### src/rtl/gates_sweep_ctrl_pkg.sv
// Shared definitions for the gate-function sweep sequencer: state encoding,
// default expected truth table and settle-time bounds.
package gates_sweep_ctrl_pkg;

  typedef enum logic [1:0] {
    ST_IDLE   = 2'd0,
    ST_WAIT   = 2'd1,
    ST_SAMPLE = 2'd2,
    ST_DONE   = 2'd3
  } state_t;

  localparam int         SETTLE_MIN       = 1;
  localparam int         SETTLE_MAX       = 15;
  localparam int         SETTLE_DEFAULT   = 2;
  localparam logic [7:0] EXPECTED_DEFAULT = 8'h7B;

  // Timer reload value; an out-of-range SETTLE is clamped into 1..15.
  function automatic logic [3:0] settle_load(input int settle);
    int s;
    s = (settle < SETTLE_MIN) ? SETTLE_MIN : ((settle > SETTLE_MAX) ? SETTLE_MAX : settle);
    return 4'(s - 1);
  endfunction

endpackage

### src/rtl/gates_sweep_ctrl_if.sv
// Board-control handshake plus the A/B/C/F pins of the function under test.
interface gates_sweep_ctrl_if;
  logic       start;
  logic       abort;
  logic       f;
  logic       a;
  logic       b;
  logic       c;
  logic       busy;
  logic       done;
  logic       pass;
  logic [3:0] err_cnt;
  logic [7:0] table_out;

  modport slave (
    input  start, abort, f,
    output a, b, c, busy, done, pass, err_cnt, table_out
  );

  modport master (
    output start, abort, f,
    input  a, b, c, busy, done, pass, err_cnt, table_out
  );
endinterface

### src/rtl/gates_sweep_ctrl_timer.sv
// 4-bit loadable down-counter; holds at zero and flags it.
module gates_sweep_ctrl_timer (
  input  logic       clk,
  input  logic       rst_n,
  input  logic       i_load,
  input  logic [3:0] i_val,
  output logic       o_zero
);

  logic [3:0] r_cnt;

  always_ff @(posedge clk or negedge rst_n) begin
    if (!rst_n)              r_cnt <= 4'd0;
    else if (i_load)         r_cnt <= i_val;
    else if (r_cnt != 4'd0)  r_cnt <= r_cnt - 4'd1;
  end

  assign o_zero = (r_cnt == 4'd0);

endmodule

### src/rtl/gates_sweep_ctrl.sv
// Self-test sequencer: walks {a,b,c} through 000..111, samples f after a
// settle time and scores the observed truth table against EXPECTED.
module gates_sweep_ctrl
  import gates_sweep_ctrl_pkg::*;
#(
  parameter int         SETTLE   = SETTLE_DEFAULT,
  parameter logic [7:0] EXPECTED = EXPECTED_DEFAULT
) (
  input  logic               clk,
  input  logic               rst_n,
  gates_sweep_ctrl_if.slave  bus
);

  localparam logic [3:0] LP_LOAD = settle_load(SETTLE);

  state_t     r_state;
  state_t     w_state_nxt;
  logic [2:0] r_vec;
  logic [7:0] r_table;
  logic [3:0] r_err;
  logic       r_pass;
  logic       r_busy;
  logic       r_done;

  logic       w_accept;
  logic       w_last;
  logic       w_mis;
  logic [3:0] w_err_nxt;
  logic       w_tmr_load;
  logic [3:0] w_tmr_val;
  logic       w_tmr_zero;
  logic       w_busy_nxt;
  logic       w_done_nxt;

  assign w_accept  = (r_state == ST_IDLE) && bus.start && !bus.abort;
  assign w_last    = (r_vec == 3'd7);
  assign w_mis     = bus.f ^ EXPECTED[r_vec];
  assign w_err_nxt = r_err + {3'b000, w_mis};

  // Abort parks the timer at zero; otherwise reload for each new vector.
  assign w_tmr_load = bus.abort || w_accept || ((r_state == ST_SAMPLE) && !w_last);
  assign w_tmr_val  = bus.abort ? 4'd0 : LP_LOAD;

  gates_sweep_ctrl_timer u_timer (
    .clk    (clk),
    .rst_n  (rst_n),
    .i_load (w_tmr_load),
    .i_val  (w_tmr_val),
    .o_zero (w_tmr_zero)
  );

  always_ff @(posedge clk or negedge rst_n) begin
    if (!rst_n) begin
      r_state <= ST_IDLE;
      r_busy  <= 1'b0;
      r_done  <= 1'b0;
    end else begin
      r_state <= w_state_nxt;
      r_busy  <= w_busy_nxt;
      r_done  <= w_done_nxt;
    end
  end

  always_comb begin
    w_state_nxt = r_state;
    case (r_state)
      ST_IDLE:   if (bus.start) w_state_nxt = ST_WAIT;
      ST_WAIT:   if (w_tmr_zero) w_state_nxt = ST_SAMPLE;
      ST_SAMPLE: w_state_nxt = w_last ? ST_DONE : ST_WAIT;
      ST_DONE:   w_state_nxt = ST_IDLE;
      default:   w_state_nxt = ST_IDLE;
    endcase
    if (bus.abort) w_state_nxt = ST_IDLE;
  end

  // Outputs are decoded from the next state so the registered flags line up with the state.
  always_comb begin
    w_busy_nxt = (w_state_nxt == ST_WAIT) || (w_state_nxt == ST_SAMPLE);
    w_done_nxt = (w_state_nxt == ST_DONE);
  end

  always_ff @(posedge clk or negedge rst_n) begin
    if (!rst_n) begin
      r_vec   <= 3'd0;
      r_table <= 8'd0;
      r_err   <= 4'd0;
      r_pass  <= 1'b0;
    end else if (bus.abort) begin
      r_vec  <= 3'd0;
      r_pass <= 1'b0;
    end else begin
      case (r_state)
        ST_IDLE: begin
          if (bus.start) begin
            r_vec   <= 3'd0;
            r_table <= 8'd0;
            r_err   <= 4'd0;
            r_pass  <= 1'b0;
          end
        end
        ST_SAMPLE: begin
          r_table[r_vec] <= bus.f;
          r_err          <= w_err_nxt;
          // pass is set on entry to DONE so it is valid alongside the done pulse.
          if (w_last) r_pass <= (w_err_nxt == 4'd0);
          else        r_vec  <= r_vec + 3'd1;
        end
        ST_DONE: r_vec <= 3'd0;
        default: ;
      endcase
    end
  end

  // The vector register is the pin drive: 111 through DONE, 000 in IDLE.
  assign bus.a         = r_vec[2];
  assign bus.b         = r_vec[1];
  assign bus.c         = r_vec[0];
  assign bus.busy      = r_busy;
  assign bus.done      = r_done;
  assign bus.pass      = r_pass;
  assign bus.err_cnt   = r_err;
  assign bus.table_out = r_table;

endmodule

### src/flat_wrapper.sv
// flat-port wrapper written by rule: the top's interface ports become plain ports
module gates_sweep_ctrl_flat import gates_sweep_ctrl_pkg::*;
#(
  parameter int         SETTLE   = SETTLE_DEFAULT,
  parameter logic [7:0] EXPECTED = EXPECTED_DEFAULT
)
  (clk, rst_n, bus_start, bus_abort, bus_f, bus_a, bus_b, bus_c, bus_busy, bus_done, bus_pass, bus_err_cnt, bus_table_out);
  gates_sweep_ctrl_if bus_i ();
  input  logic clk;
  input  logic rst_n;
  input wire logic [$bits(bus_i.start)-1:0] bus_start;
  input wire logic [$bits(bus_i.abort)-1:0] bus_abort;
  input wire logic [$bits(bus_i.f)-1:0] bus_f;
  output wire logic [$bits(bus_i.a)-1:0] bus_a;
  output wire logic [$bits(bus_i.b)-1:0] bus_b;
  output wire logic [$bits(bus_i.c)-1:0] bus_c;
  output wire logic [$bits(bus_i.busy)-1:0] bus_busy;
  output wire logic [$bits(bus_i.done)-1:0] bus_done;
  output wire logic [$bits(bus_i.pass)-1:0] bus_pass;
  output wire logic [$bits(bus_i.err_cnt)-1:0] bus_err_cnt;
  output wire logic [$bits(bus_i.table_out)-1:0] bus_table_out;
  assign bus_i.start = bus_start;
  assign bus_i.abort = bus_abort;
  assign bus_i.f = bus_f;
  assign bus_a = bus_i.a;
  assign bus_b = bus_i.b;
  assign bus_c = bus_i.c;
  assign bus_busy = bus_i.busy;
  assign bus_done = bus_i.done;
  assign bus_pass = bus_i.pass;
  assign bus_err_cnt = bus_i.err_cnt;
  assign bus_table_out = bus_i.table_out;
  gates_sweep_ctrl #(.SETTLE(SETTLE), .EXPECTED(EXPECTED)) u_core (.clk(clk), .rst_n(rst_n), .bus(bus_i));
endmodule
### config.mk
export PLATFORM = sky130hd
export DESIGN_NAME = gates_sweep_ctrl_flat
export DESIGN_NICKNAME = d
export VERILOG_FILES = /design/src/rtl/gates_sweep_ctrl_pkg.sv /design/src/rtl/gates_sweep_ctrl_if.sv /design/src/rtl/gates_sweep_ctrl_timer.sv /design/src/rtl/gates_sweep_ctrl.sv /design/src/flat_wrapper.sv
export SDC_FILE = /design/constraint.sdc
export NUM_CORES = 1
export LEC_CHECK = 0
export BUFFER_PORTS_ARGS = -buffer_cell sky130_fd_sc_hd__buf_2
export CAP_MARGIN = 30
export CELL_PAD_IN_SITES_DETAIL_PLACEMENT = 0
export CELL_PAD_IN_SITES_GLOBAL_PLACEMENT = 1
export CORE_UTILIZATION = 42
export DETAILED_ROUTE_END_ITERATION = 8
export HOLD_SLACK_MARGIN = 0.12
export PLACE_DENSITY = 0.74
export SLEW_MARGIN = 20
export SYNTH_ARGS = -nofsm -noshare
export SYNTH_HDL_FRONTEND = slang
export SYNTH_SLANG_ARGS = --single-unit
export TNS_END_PERCENT = 30
### constraint.sdc
create_clock -name clk -period 2.4 [get_ports clk]
set_input_delay 0.36 -clock clk [delete_from_list [all_inputs] [get_ports clk]]
set_output_delay 0.36 -clock clk [all_outputs]
set_load 0.01 [all_outputs]
Word level (Yosys, flattened, before mapping):

Memory sizes are Yosys's and may differ from the RTL's.
Index checks and enable logic that the tools add are counted.

* $add $sub $neg: 3
* $lt $le $gt $ge: 2
* equality and inequality tests: 11
* multiplexer cells: 24
* bitwise logic cells: 2
* reduce and logical (&&, ||, !) cells: 20

Operators by type and width (count)
* $pmux W8 S2: 1
* $mux W4: 3
* $mux W3: 3
* $pmux W3 S3: 1
* $reduce_and A3 Y1: 3
* $bwmux W8: 1
* $eq A2 B2 Y1 const B: 4
* $logic_not A4 Y1: 2
* $mux W2: 4
* $mux W8: 1
* $pmux W2 S4: 1
* $pmux W4 S2: 1
* $reduce_bool A4 Y1: 2
* $mux W1: 6
* $ne A3 B3 Y1 const B: 2
* $add A4 B1 Y4: 1
* $eq A2 B1 Y1 const B: 2
* $logic_and A1 B1 Y1: 4
* $lt A3 B4 Y1 const B: 1
* $reduce_bool A2 Y1: 2
* $sub A4 B1 Y4 const B: 1
* $add A3 B1 Y3 const B: 1
* $demux W1 S3: 1
* $eq A3 B3 Y1 const B: 1
* 10 further kinds: 13

* flip-flop bits (word level): 24
* ROM bits: 8
* input port bits: 5
* output and inout port bits: 18
* logic and storage cells: 71
* memories kept: 1

Memories
* (name not given): words 8, width 1, read ports 1, clocked after Yosys merged registers in 0, wr ports 0, RTL line gates_sweep_ctrl.sv:37 `assign w_mis = bus.f ^ EXPECTED[r_vec];`

Longest topological paths before layout:

* word-level depth: 8
* mapped depth: 9
* depth with buffers taken out: 9

Hierarchy:

A second synthesis with hierarchy kept.

* cell total of the unflattened synthesis: 129
* area total of the unflattened synthesis: 1390.1 sq um

By module, submodules not included
* gates_sweep_ctrl: times used 1, cells each 107, area an instance 1156.1 sq um, sequential area each 500.5 sq um
* gates_sweep_ctrl_timer: times used 1, cells each 22, area an instance 234.0 sq um, sequential area each 100.1 sq um

Worst setup path after synthesis:

Ideal clock, no wire load.

* path kind: register to register
* from: reg u_core.r_vec[0]
* to: reg u_core.r_pass (netlist: u_core.bus.pass)
* library setup time: 0.120 ns
* arrival time: 1.878 ns
* required time: 2.280 ns
* slack: 0.401 ns
* cell stages (with the launch flop): 10
* buffers on the path: 0
* period minus slack after synthesis: 1.999 ns
* cell sequence: dfrtp_1 -> inv_2 -> ha_1 -> mux2i_1 -> xor2_1 -> ha_1 -> ha_1 -> xor2_1 -> nor3_1 -> a41o_1

* cells in the longest elaborated chain, start to end: 8
* elaborated cells on any way between the ends: 11
* those cells by class: 1 x add/sub; 2 x eq/ne; 4 x mux; 1 x bitwise; 2 x reduce/logical; 1 x memory

RTL lines
* start: declaration: RTL line gates_sweep_ctrl.sv:18 `logic [2:0] r_vec;`
* start signal: assignment: RTL line gates_sweep_ctrl.sv:106 `else r_vec <= r_vec + 3'd1;`
* $mem_v2 Z8 W1
* $mux W1 (implied by the code): RTL line gates_sweep_ctrl.sv:37
* $xor A1 B1 Y1: RTL line gates_sweep_ctrl.sv:37
* $add A4 B1 Y4: RTL line gates_sweep_ctrl.sv:38 `assign w_err_nxt = r_err + {3'b000, w_mis};`
* $logic_not A4 Y1: RTL line gates_sweep_ctrl.sv:105 `if (w_last) r_pass <= (w_err_nxt == 4'd0);`
* $mux W1: RTL line gates_sweep_ctrl.sv:105
* $pmux W1 S2: RTL line gates_sweep_ctrl.sv:92 `case (r_state)`
* $mux W1: RTL line gates_sweep_ctrl.sv:88 `end else if (bus.abort) begin`
* end signal: assignment: RTL line gates_sweep_ctrl.sv:105
* end: declaration: RTL line gates_sweep_ctrl.sv:21 `logic r_pass;`

Several ways; a longest one is shown, not always the timed one. The select of a mux whose other input is x is not followed.
A chain may end at the register's enable or synchronous reset.

Worst setup path after layout:

Same ends and word-level chain as after synthesis.

==> report_table.html <==
<table>
<tr><th>Metric</th><th>Value</th></tr>
<tr><th colspan="2">Run status</th></tr>
<tr><td>Run status</td><td>finished clean</td></tr>
<tr><th colspan="2">CTS</th></tr>
<tr><td>CTS Sinks</td><td>24</td></tr>
<tr><td>Quantity of hold-fixing buffers added after cts</td><td>1</td></tr>
<tr><td>Post-CTS setup buffers</td><td>0</td></tr>
<tr><td>Cell at the root of the clock tree</td><td>clkbuf_4</td></tr>
<tr><td>Clk Latency, worst-skew pair</td><td>0.32 ns</td></tr>
<tr><td>CTS Buffer Depth</td><td>2</td></tr>
<tr><td>Clock transition at the register clock pins on the worst setup and hold paths after CTS</td><td>0.13 ns</td></tr>
<tr><td>CTS Buf Count</td><td>3</td></tr>
<tr><td>Number of cells upsized or downsized after cts</td><td>0</td></tr>
<tr><td>CTS tree</td><td>done</td></tr>
<tr><td>Number of H-tree levels</td><td>1</td></tr>
<tr><th colspan="2">Power and ir drop</th></tr>
<tr><td>Sequential fraction of design power</td><td>43.5%</td></tr>
<tr><td>Power spent charging and discharging nets</td><td>372 uW</td></tr>
<tr><td>Combinational power share</td><td>a little under a third</td></tr>
<tr><td>Internal power consumption</td><td>799 uW</td></tr>
<tr><td>Switching power as a share of total power</td><td>31.7%</td></tr>
<tr><td>VDD IR max</td><td>0.477 mV</td></tr>
<tr><td>Clk pwr share</td><td>between 20% and 30%</td></tr>
<tr><td>Power density over the cells</td><td>770 mW/mm2</td></tr>
<tr><td>Leakage</td><td>0.000753 uW</td></tr>
<tr><th colspan="2">Synth</th></tr>
<tr><td>Sequential element share of the synthesized area</td><td>45.3%</td></tr>
<tr><td>Post-synth EDFFs</td><td>0</td></tr>
<tr><td>Synth Register Bits</td><td>24</td></tr>
<tr><td>Cell count after synthesis</td><td>~130</td></tr>
<tr><td>Proportion of register bits with asynchronous set or reset after synthesis</td><td>100%</td></tr>
<tr><td>Yosys cell types</td><td>38</td></tr>
<tr><td>Mapped cell area</td><td>0.00133 mm2</td></tr>
<tr><td>Average footprint of a synthesized cell</td><td>10.6 um2</td></tr>
<tr><td>Number of nets in the synthesized netlist</td><td>between 100 and 150</td></tr>
<tr><td>Warnings from Yosys</td><td>0</td></tr>
<tr><td>Top flip-flop cell by instance count after synthesis</td><td>dfrtp_1</td></tr>
<tr><th colspan="2">Setup path</th></tr>
<tr><td>Arrival time reported for the critical path endpoint</td><td>around 2.4 ns</td></tr>
<tr><td>Kind of capture point of the worst setup path</td><td>flop</td></tr>
<tr><td>Nature of the critical path startpoint</td><td>flop</td></tr>
<tr><td>R2R Path Start</td><td>u_core.r_vec[0]</td></tr>
<tr><td>Data required time at the worst endpoint</td><td>2.63 ns</td></tr>
<tr><td>Cell Chain, Critical Path</td><td>inv_2 &gt; ha_1 &gt; mux2i_1 &gt; xor2_1 &gt; ha_1 &gt; ha_1 &gt; xor2_1 &gt; nor3_1 &gt; a41o_1</td></tr>
<tr><td>Path type of the worst setup path</td><td>reg2reg</td></tr>
<tr><td>CP Buf/Inv Count</td><td>1</td></tr>
<tr><td>Startpoint of the worst setup timing path</td><td>u_core.r_vec[0]</td></tr>
<tr><td>Largest driver fanout on the critical path</td><td>9</td></tr>
<tr><td>Most frequent cell on the critical path</td><td>ha_1</td></tr>
<tr><td>Max stage delay on crit path</td><td>~0.54 ns</td></tr>
<tr><td>Family with the most delay on the worst path</td><td>adder cells</td></tr>
<tr><td>Slowest-stage cell, CP</td><td>dfrtp_1</td></tr>
<tr><th colspan="2">Hold path</th></tr>
<tr><td>Worst Min Path Start</td><td>bus_abort</td></tr>
<tr><td>HP Class</td><td>in2reg</td></tr>
<tr><th colspan="2">Floorplanning</th></tr>
<tr><td>Initial core utilization</td><td>a little over two fifths</td></tr>
<tr><td>Io pins</td><td>23</td></tr>
<tr><td>Die ar.</td><td>0.00338 mm2</td></tr>
<tr><td>Horizontal die dimension</td><td>approximately 58 um</td></tr>
<tr><td>Die extent in y</td><td>58.2 um</td></tr>
<tr><td>Placeable core region</td><td>0.00303 mm2</td></tr>
<tr><td># rows</td><td>20</td></tr>
<tr><th colspan="2">Drt</th></tr>
<tr><td>Number of vias per cell after detailed routing</td><td>5.23</td></tr>
<tr><td>First-iteration detailed-routing DRC count</td><td>10</td></tr>
<tr><td>WL/cell</td><td>13.3 um</td></tr>
<tr><td>Vias</td><td>about 1000</td></tr>
<tr><td>Post-detailed-routing wire length</td><td>2560 um</td></tr>
<tr><td>Remaining routing DRC violations</td><td>0</td></tr>
<tr><td>Number of iterations in the first detailed-routing pass</td><td>4</td></tr>
<tr><td>Number of antenna-violating nets in the routed design</td><td>0</td></tr>
<tr><th colspan="2">Placement</th></tr>
<tr><td>Routability congestion estimate from global placement</td><td>0.802</td></tr>
<tr><td>Place WS</td><td>0.258 ns</td></tr>
<tr><td>Sum of net half-perimeters after detailed placement</td><td>1890 um</td></tr>
<tr><td>Instance area at placement</td><td>between 0.001 and 0.0015 mm2</td></tr>
<tr><td>Count of input and output buffers</td><td>22</td></tr>
<tr><th colspan="2">Timing</th></tr>
<tr><td>Slew at the pin closest to its max-slew limit</td><td>approximately 0.54 ns</td></tr>
<tr><td>Max Transition Viols Final</td><td>0</td></tr>
<tr><td>Setup slack after layout</td><td>0.215 ns</td></tr>
<tr><td>Post-Route Skew</td><td>0.00262 ns</td></tr>
<tr><td>Achievable Freq</td><td>about 460 MHz</td></tr>
<tr><td>Final min period</td><td>approximately 2.2 ns</td></tr>
<tr><td>Final hold violations</td><td>0</td></tr>
<tr><td>Sum of negative setup slack</td><td>0 ns</td></tr>
<tr><td>Final setup viols</td><td>0</td></tr>
<tr><td>Final period utilization</td><td>between 90% and 100%</td></tr>
<tr><td>Unrepaired setup endpoints after global routing</td><td>no</td></tr>
<tr><td>Remaining max-slew budget at the tightest pin</td><td>64.0%</td></tr>
<tr><th colspan="2">Layout</th></tr>
<tr><td>Finished Cell Area</td><td>0.00152 mm2</td></tr>
<tr><td>Final standard cell utilization of the core</td><td>50.2%</td></tr>
<tr><td>Fraction of layout cells with a size suffix above 1</td><td>27.7%</td></tr>
<tr><td>Final Net Count</td><td>~160</td></tr>
<tr><td>Area added between synthesis and finish</td><td>14.7%</td></tr>
<tr><td>Diodes inserted</td><td>0</td></tr>
<tr><th colspan="2">GRT</th></tr>
<tr><td>Largest net degree at the start of global routing</td><td>25</td></tr>
<tr><td>Global-route usage over all layers</td><td>16.5%</td></tr>
<tr><td>Vias in the first global route</td><td>919</td></tr>
<tr><td>First-pass GRT wire length</td><td>4210 um</td></tr>
<tr><td>Residual overflow from global routing</td><td>0</td></tr>
<tr><td>Number of antenna violations at the first check in global routing</td><td>0</td></tr>
<tr><th colspan="2">Job</th></tr>
<tr><td>MaxCap Viol Count</td><td>0</td></tr>
</table>
## cell type report
class / instances / area (um2)
Fill cell: 295 / 1510
Multi-Input combinational cell: 89 / 654
Sequential cell: 24 / 601
Timing Repair Buffer: 25 / 135
Tap cell: 44 / 55.1
Clock inverter: 1 / 30.0
Clock buffer: 3 / 22.5
Inverter: 6 / 22.5
## through the flow
stage                     instances  total power (uW)  hold slack [ns]
after global placement          187               871            0.374
final                           192              1170            0.369
after CTS                       192              1190            0.362
after floorplan                 125               812           0.0644
after detailed placement        187               889            0.378
after global routing            192              1240            0.380
## cells by family (layout without fill, tap and decap cells)
| group | count (synthesis) | in the layout | share of synthesized area (%) |
|---|---|---|---|
| AND/OR/NAND/NOR | 34 | 34 | 15.9 |
| AO/OA/AOI/OAI | 37 | 37 | 19.0 |
| multiplexers | 4 | 4 | 3.02 |
| adder cells (fa/ha/maj) | 8 | 8 | 7.55 |
| flip-flops | 24 | 24 | 45.3 |
| buffers and inverters | 12 | 35 | 5.29 |
| XOR/XNOR | 6 | 6 | 3.97 |
## layer usage
layer / wire, um / vias up / GRT usage [%]
li1: - / 492 / -
met1: 1250 / 495 / 22.1
met2: 1210 / 13 / 25.9
met3: 54 / 4 / 2.01
met4: 44 / 0 / 9.18
met5: 0 / - / 0
## power groups by stage
stage               Clock (uW)  Combinational [uW]  Sequential, uW
floorplan                    0                 301             510
detailed placement           0                 371             518
CTS                        303                 374             510
global route               318                 411             516
global placement             0                 356             514
finish                     293                 368             509
## worst paths after layout
path / to / slack (ns) / depth (start not counted)
worst max register to register: u_core.bus.pass / 0.21 / 9
worst min register to register: u_core.bus.table_out[0] / 0.51 / 2
max in group asynchronous: u_core.bus.table_out[5] / 1.50 / 2
worst max-delay path: u_core.bus.pass / 0.21 / 9
min in group asynchronous: u_core.bus.err_cnt[0] / 0.54 / 2
worst min-delay path: u_core.u_timer.r_cnt[0] / 0.37 / 2
## registers in the layout, indices dropped and copies added, names as in the netlist
register and cells:
u_core.r_state 2, u_core.bus.done 1, u_core.u_timer.r_cnt 4, u_core.bus.busy 1, u_core.r_vec 3, u_core.bus.pass 1
u_core.bus.table_out 8, u_core.bus.err_cnt 4
## cells in the mapped netlist (2+ instances only)
cell,count,area (um2)
ha_1,8,100
nand4_1,2,12.5
mux2i_1,4,40.0
a31oi_1,6,37.5
xnor2_1,3,26.3
buf_6,3,33.8
nand2b_1,2,12.5
buf_2,2,10.0
xor2_1,3,26.3
a21oi_1,5,25.0
nor2_1,6,22.5
nor4_1,3,18.8
inv_1,5,18.8
o21ai_1,15,75.1
a22o_1,2,17.5
o21ai_2,2,17.5
dfrtp_1,24,601
nand2_1,7,26.3
nor2b_1,2,12.5
nor3_1,3,15.0
## placed cells by master (no fill, tap or decap), drive strengths merged, types with 2 or more instances in the layout
master	instances
mux2i	4
dfrtp	24
a22o	2
nand2	8
nor2	8
nor3	3
nor4	3
nor2b	2
nand4	2
xor2	3
inv	6
o21bai	2
buf	24
clkbuf	3
o31ai	2
nand2b	3
nor3b	2
ha	8
a31oi	6
xnor2	3
a21oi	5
o21ai	17
(Power assumes the default switching activity.)
